**src/rtl/keypad_pkg.sv**
```systemverilog
// Shared types, key map and row-decode helper for the 4x4 keypad scanner.
package keypad_pkg;

  typedef enum logic [1:0] {
    SCAN,
    DEBOUNCE,
    HELD
  } state_e;

  typedef struct packed {
    logic       valid;
    logic [1:0] idx;
  } row_low_t;

  // Hex code per key, indexed [row][col] with row 0 at the top, col 0 at the left.
  localparam logic [0:3][0:3][3:0] KEY_MAP = '{
    '{4'h1, 4'h2, 4'h3, 4'hA},
    '{4'h4, 4'h5, 4'h6, 4'hB},
    '{4'h7, 4'h8, 4'h9, 4'hC},
    '{4'hE, 4'h0, 4'hF, 4'hD}
  };

  // A press is recognised only when exactly one row line is low.
  function automatic row_low_t one_low(input logic [3:0] row);
    row_low_t r;
    r = '0;
    case (row)
      4'b1110: r = '{valid: 1'b1, idx: 2'd0};
      4'b1101: r = '{valid: 1'b1, idx: 2'd1};
      4'b1011: r = '{valid: 1'b1, idx: 2'd2};
      4'b0111: r = '{valid: 1'b1, idx: 2'd3};
      default: r = '0;
    endcase
    return r;
  endfunction

endpackage

```
**src/rtl/keypad_scanner_row_sync.sv**
```systemverilog
// Two-flop synchronizer for the asynchronous keypad row lines; idles at all-ones.
module row_sync (
  input  logic       clk,
  input  logic       rst_n,
  input  logic [3:0] row_i,
  output logic [3:0] row_s_o
);

  logic [3:0] meta_q;
  logic [3:0] sync_q;

  always_ff @(posedge clk or negedge rst_n) begin
    if (!rst_n) begin
      meta_q <= 4'hF;
      sync_q <= 4'hF;
    end else begin
      meta_q <= row_i;
      sync_q <= meta_q;
    end
  end

  assign row_s_o = sync_q;

endmodule

```
**src/rtl/keypad_scanner.sv**
```systemverilog
// Column-scanning 4x4 keypad front end: debounces a single key and emits one
// hex code with a one-cycle flag per accepted press.
module keypad_scanner
  import keypad_pkg::*;
#(
  parameter int unsigned SCAN_DIV        = 50_000,
  parameter int unsigned DEBOUNCE_CYCLES = 500_000
) (
  input  logic       clk,
  input  logic       rst_n,
  input  logic [3:0] row,
  output logic [3:0] col_n,
  output logic [3:0] keyboard_val,
  output logic       flag
);

  localparam int unsigned SCW = $clog2(SCAN_DIV) + 1;
  localparam int unsigned DBW = $clog2(DEBOUNCE_CYCLES) + 1;
  localparam logic [SCW-1:0] SC_LAST = SCW'(SCAN_DIV - 1);
  localparam logic [DBW-1:0] DB_LAST = DBW'(DEBOUNCE_CYCLES - 1);

  logic [3:0]     row_s;
  row_low_t       low;

  state_e         state_q,    state_d;
  logic [1:0]     col_idx_q,  col_idx_d;
  logic [1:0]     row_lat_q,  row_lat_d;
  logic [SCW-1:0] scan_cnt_q, scan_cnt_d;
  logic [DBW-1:0] db_cnt_q,   db_cnt_d;
  logic [3:0]     col_n_q,    col_n_d;
  logic [3:0]     key_q,      key_d;
  logic           flag_q,     flag_d;

  row_sync u_row_sync (
    .clk     (clk),
    .rst_n   (rst_n),
    .row_i   (row),
    .row_s_o (row_s)
  );

  assign low = one_low(row_s);

  // Counters only advance below their terminal value, so they can never wrap.
  always_comb begin
    state_d    = state_q;
    col_idx_d  = col_idx_q;
    row_lat_d  = row_lat_q;
    scan_cnt_d = scan_cnt_q;
    db_cnt_d   = db_cnt_q;
    key_d      = key_q;
    flag_d     = 1'b0;
    col_n_d    = ~(4'b0001 << col_idx_q);

    case (state_q)
      SCAN: begin
        if (scan_cnt_q == SC_LAST) begin
          scan_cnt_d = '0;
          if (low.valid) begin
            row_lat_d = low.idx;
            db_cnt_d  = '0;
            state_d   = DEBOUNCE;
          end else begin
            col_idx_d = col_idx_q + 2'd1;
          end
        end else begin
          scan_cnt_d = scan_cnt_q + SCW'(1);
        end
      end

      DEBOUNCE: begin
        if (row_s == ~(4'b0001 << row_lat_q)) begin
          if (db_cnt_q == DB_LAST) begin
            key_d    = KEY_MAP[row_lat_q][col_idx_q];
            flag_d   = 1'b1;
            db_cnt_d = '0;
            state_d  = HELD;
          end else begin
            db_cnt_d = db_cnt_q + DBW'(1);
          end
        end else begin
          db_cnt_d  = '0;
          col_idx_d = col_idx_q + 2'd1;
          state_d   = SCAN;
        end
      end

      HELD: begin
        if (row_s == 4'hF) begin
          if (db_cnt_q == DB_LAST) begin
            db_cnt_d  = '0;
            col_idx_d = col_idx_q + 2'd1;
            state_d   = SCAN;
          end else begin
            db_cnt_d = db_cnt_q + DBW'(1);
          end
        end else begin
          db_cnt_d = '0;
        end
      end

      default: begin
        state_d    = SCAN;
        scan_cnt_d = '0;
        db_cnt_d   = '0;
      end
    endcase
  end

  always_ff @(posedge clk or negedge rst_n) begin
    if (!rst_n) begin
      state_q    <= SCAN;
      col_idx_q  <= 2'd0;
      row_lat_q  <= 2'd0;
      scan_cnt_q <= '0;
      db_cnt_q   <= '0;
      col_n_q    <= 4'b1110;
      key_q      <= 4'h0;
      flag_q     <= 1'b0;
    end else begin
      state_q    <= state_d;
      col_idx_q  <= col_idx_d;
      row_lat_q  <= row_lat_d;
      scan_cnt_q <= scan_cnt_d;
      db_cnt_q   <= db_cnt_d;
      col_n_q    <= col_n_d;
      key_q      <= key_d;
      flag_q     <= flag_d;
    end
  end

  assign col_n        = col_n_q;
  assign keyboard_val = key_q;
  assign flag         = flag_q;

endmodule

```
**config.mk**
```make
export PLATFORM = sky130hd
export DESIGN_NAME = keypad_scanner
export DESIGN_NICKNAME = d
export VERILOG_FILES = /design/src/rtl/keypad_pkg.sv /design/src/rtl/keypad_scanner_row_sync.sv /design/src/rtl/keypad_scanner.sv
export SDC_FILE = /design/constraint.sdc
export NUM_CORES = 1
export LEC_CHECK = 0
export BUFFER_PORTS_ARGS = -buffer_cell sky130_fd_sc_hd__buf_2
export CORE_ASPECT_RATIO = 1.75
export CORE_MARGIN = 1
export CORE_UTILIZATION = 50
export CTS_CLUSTER_SIZE = 30
export DETAILED_ROUTE_END_ITERATION = 8
export HOLD_SLACK_MARGIN = 0.08
export PLACE_DENSITY = 0.67
export SLEW_MARGIN = 20
export SYNTH_ARGS = -nofsm -noshare
export SYNTH_HDL_FRONTEND = slang
export SYNTH_SLANG_ARGS = --single-unit
export TNS_END_PERCENT = 100
```
**constraint.sdc**
```tcl
create_clock -name clk -period 5.8 [get_ports clk]
set_clock_uncertainty 0.15 [all_clocks]
set_input_delay 0.58 -clock clk [delete_from_list [all_inputs] [get_ports clk]]
set_output_delay 0.58 -clock clk [all_outputs]
set_load 0.05 [all_outputs]
```
### After elaboration in Yosys (flattened, before gate mapping)

Cells that the tools add are included.

* reductions and logical operators: 8
* muxes and demuxes: 31
* order comparisons: 2
* bitwise operators: 4
* shift-type cells: 2
* eq/ne operators: 17
* $add $sub $neg: 3

Operators by type and width (number)
* 20-bit two-way mux: 5
* 20-bit one-hot mux with 3 select lines: 1
* 17-bit one-hot mux with 2 select lines: 1
* 16-bit binary-select mux with 2-bit select: 1
* 16-bit two-way mux: 2
* 2-bit two-way mux: 11
* 20-bit by 1-bit adder with 20-bit output, second input constant: 1
* 20-bit by 19-bit equality test with 1-bit output, second input constant: 1
* 17-bit by 1-bit adder with 17-bit output, second input constant: 1
* 17-bit by 16-bit equality test with 1-bit output, second input constant: 1
* 17-bit two-way mux: 1
* 4-bit equality test, second input constant: 4
* 2-bit inequality test, second input constant: 6
* 2-bit one-hot mux with 3 select lines: 2
* 3-bit one-hot mux with 4 select lines: 1
* 4-bit binary-select mux with 2-bit select: 1
* 4-bit two-way mux: 2
* 4-bit NOT: 2
* 1-bit by 2-bit left shift with 4-bit output, first input constant: 2
* 3-bit >= comparator, second input constant: 2
* 2-bit NOT with 3-bit output: 2
* 3-bit AND reduction: 2
* 6-bit AND reduction: 1
* 5-bit AND reduction: 1
* other kinds (11): 13

* register bits: 60
* bits of input ports: 6
* output and inout bits: 9

### Longest topological paths before layout

* word-level depth: 7
* gate-level depth with buffers: 8
* gate-level depth less buffers: 7

### Modules after synthesis

A second synthesis with hierarchy kept.

* cells, all modules: 351
* area total of the unflattened synthesis: 3230.6 um^2

By module, submodules not included
* keypad_scanner: sequential area each 1305.0 um^2, cells an instance 343, instances 1, area an instance 3020.4 um^2
* row_sync: sequential area each 210.2 um^2, cells an instance 8, instances 1, area an instance 210.2 um^2

### Least setup slack after synthesis

No wires, ideal clock.

* path type: reg-to-reg
* start: reg scan_cnt_q[12]
* end: reg col_idx_q[1]
* setup time: 125 ps
* cell stages (with the launch flop): 7
* path buffers: 0
* arrival time: 2651 ps
* clock period less this slack: 2926 ps
* setup slack: 2874 ps
* cell sequence: dfrtp_1 > or4b_1 > or4_4 > and2_4 > or3_1 > or3b_1 > mux2_4

* longest elaborated chain between the ends: 3

RTL lines
* from (decl): RTL line keypad_scanner.sv:28 `logic [SCW-1:0] scan_cnt_q, scan_cnt_d;`
* from (signal assigned): RTL line keypad_scanner.sv:123 `scan_cnt_q <= scan_cnt_d;`
* 17-bit by 16-bit equality test with 1-bit output: RTL line keypad_scanner.sv:56 `if (scan_cnt_q == SC_LAST) begin`
* 2-bit inequality test (no line)
* 6-bit AND reduction (no line)
* to (signal assigned): RTL line keypad_scanner.sv:121 `col_idx_q <= col_idx_d;`
* to (decl): RTL line keypad_scanner.sv:26 `logic [1:0] col_idx_q, col_idx_d;`

No other way between the ends.
A chain may end at the register's enable or synchronous reset.

### Worst setup path after layout

Ends and elaborated chain as after synthesis.

==> out/summary.txt <==
TritonCTS Sinks - 60
CTS Buffer Depth - 2
status - complete, no violations
CTS Root Cell - clkbuf_8
Worst Path Max Fanout - 6
Synth Net Count - 336
hold_buf cts - 0
Max-slew headroom - 48.2%
GPL Wtd Cong - 0.848
Initial DRC Count - 115
Post CTS Setup Buffer Count - 0
Mapped Cells - 320
Tot GR Track Use - 21.9%
vias in the first global route - 2319
Area Overhead vs Synth - 11.1%
worst path arrival time - 3090 ps
nets - 352
flop and latch count out of synthesis - 60
Req. time, crit path - 5880 ps
most common cell after layout, fill and taps aside - dfrtp_1
register area share after synthesis - 49.0%
fmax - 332 MHz
CTS Buf Count - 9
height of the die - 106 um
grt ovf - 0
LEAKAGE - 1.56 nW
CP Capture Type - flop
Antenna diodes - 0
CTS tree - yes
Worst path slowest cell - or4b_1
Power Total - 0.000822 W
Worst Path Buf+Inv - 0
hpwl dp - 4.31 mm
clock transition at the registers of the reported paths - 70 ps
Worst path max stage delay - 550 ps
mapped cell area - 0.00309 mm2
Fin. Hold Viols - 0
die width - 61.4 um
CP startpoint kind - flop
syn avg cell area - 9.66 um2
Final Util - 58.0%
Starting Density - 52.2%
unrepaired setup endpoints after global routing - no
router iterations before antenna repair - 5
yosys warns - 0
wire length per cell - 14.7 um
Power Dens Cells - 239 mW/mm2
Hold Crit Class - in2reg
VDD IR-drop max - 0.000174 V
worst slew pin tran - 773 ps
critical path, cell by cell - or4b_1 > or4_4 > and2_4 > or3_1 > or3b_1 > mux2_4
CP Class - reg2reg
clk_lat worst skew - 340 ps
CTS H-Tree Depth - 3
first-pass GRT wire length - 10.5 mm
design area - 0.00343 mm2
die area - 0.00651 mm2
IO Pins - 15
placed inst area - 0.00323 mm2
Remaining DRCs - 0
port bufs - 14
R2R Setup Slk - 2790 ps
layout cells sized above 1 - 14.1%
post-route setup TNS - 0 ps
initial antenna violation count - 0
critical path's top delay family - simple AND/OR/NAND/NOR gates
ys async rst share - 100%
post-layout min period - 3010 ps
pin count of the biggest net entering global routing - 61
vias - 2387
fin crit share - 51.9%
Core Footprint - 0.00593 mm2
commonest non-fill, non-tap cells in the layout - dfrtp_1, nand2_1, nor2_1
post-synth cell types - 52
Max Cap Viol - 0
row count - 37
drt total wl - 6.15 mm
CTS resizes - 0
vias per inst - 5.70
Routed Antenna Nets - 0
final setup vio count - 0
pins over their slew limit - 0
Main synth FF type - dfrtp_1
Post-synth EDFFs - 0
-- cell usage after synthesis (all sizes together) (2+ instances only) --
library cell  number  area, um2
a211oi             3       27.5
a21o               4       30.0
a21oi             10       50.1
a31oi              3       18.8
and2               5       33.8
and3               9       56.3
clkbuf            10       37.5
dfrtp             49       1230
dfstp             11        289
ha                10        125
inv               13       48.8
mux2               2       26.3
mux2i              2       20.0
nand2             34        128
nand2b             2       12.5
nand3             18       90.1
nand4             10       62.6
nand4b             5       43.8
nor2              33        124
nor2b              5       31.3
nor3               5       25.0
nor4               3       18.8
nor4b              3       26.3
o21a               2       15.0
o21ai             16       80.1
o22ai              2       12.5
o311ai             2       17.5
o31ai              4       30.0
or3                5       31.3
or3b               2       17.5
xnor2              6       52.6
xor2              17        149
-- worst register-to-register path: stages (launching register included) --
cell and delay (ps):
dfrtp_1 410, or4b_1 550, or4_4 510, and2_4 200, or3_1 330, or3b_1 430, mux2_4 310
-- flip-flops by register name, summed over array words and instances (netlist names) --
signal	cells
state_q	2
scan_cnt_q	17
col_n	4
keyboard_val	4
u_row_sync.meta_q	4
u_row_sync.row_s_o	4
flag	1
row_lat_q	2
db_cnt_q	20
col_idx_q	2
-- report_power, final --
| part | switching, W | internal (W) |
|---|---|---|
| Combinational | 0.0000105 | 0.00000428 |
| Clock | 0.000160 | 0.000220 |
| Sequential | 0.00000279 | 0.000424 |
-- metrics by stage --
stage                     worst slack [ps]  std cells  hold slack [ps]
final                                 2790        419              186
after global routing                  2690        419              163
after CTS                             2790        419              162
after detailed placement              2800        403              197
after global placement                2830        403              195
after floorplan                       2870        320              134
-- layer usage --
metal  wire length (um)  part of all wire [%]  global-route usage, %  up-vias
li1                   -                     -                      -     1161
met4                 93                   1.5                   9.21        0
met2               3360                    55                   37.6       41
met5                  0                     0                      0        -
met1               2490                    41                   24.1     1177
met3                200                   3.3                   6.69        8
-- final cells by class --
class | instances | area (um2)
clock inverters | 4 | 47.5
inverters | 13 | 48.8
well taps | 78 | 97.6
flip-flops and latches | 60 | 1520
clock buffers | 12 | 155
fillers | 564 | 2490
multi-input cells | 236 | 1490
repair buffers | 16 | 85.1
-- worst paths after layout --
kind                                      startpoint  cells past startpoint                    end
worst max-delay path                  scan_cnt_q[12]                      6           col_idx_q[1]
worst min-delay path                          row[3]                      1   u_row_sync.meta_q[3]
worst max register to register        scan_cnt_q[12]                      6           col_idx_q[1]
worst min register to register  u_row_sync.meta_q[2]                      0  u_row_sync.row_s_o[2]
max in group asynchronous                      rst_n                      2            db_cnt_q[1]
min in group asynchronous                      rst_n                      2        keyboard_val[3]
-- logic make-up after synthesis --
group	synth area share [%]
buffers and inverters	2.95
XOR/XNOR	6.52
AO/OA/AOI/OAI	10.8
adder cells (fa/ha/maj)	4.05
AND/OR/NAND/NOR	25.2
flip-flops	49.0
multiplexers	1.50
(Power assumes the default switching activity.)
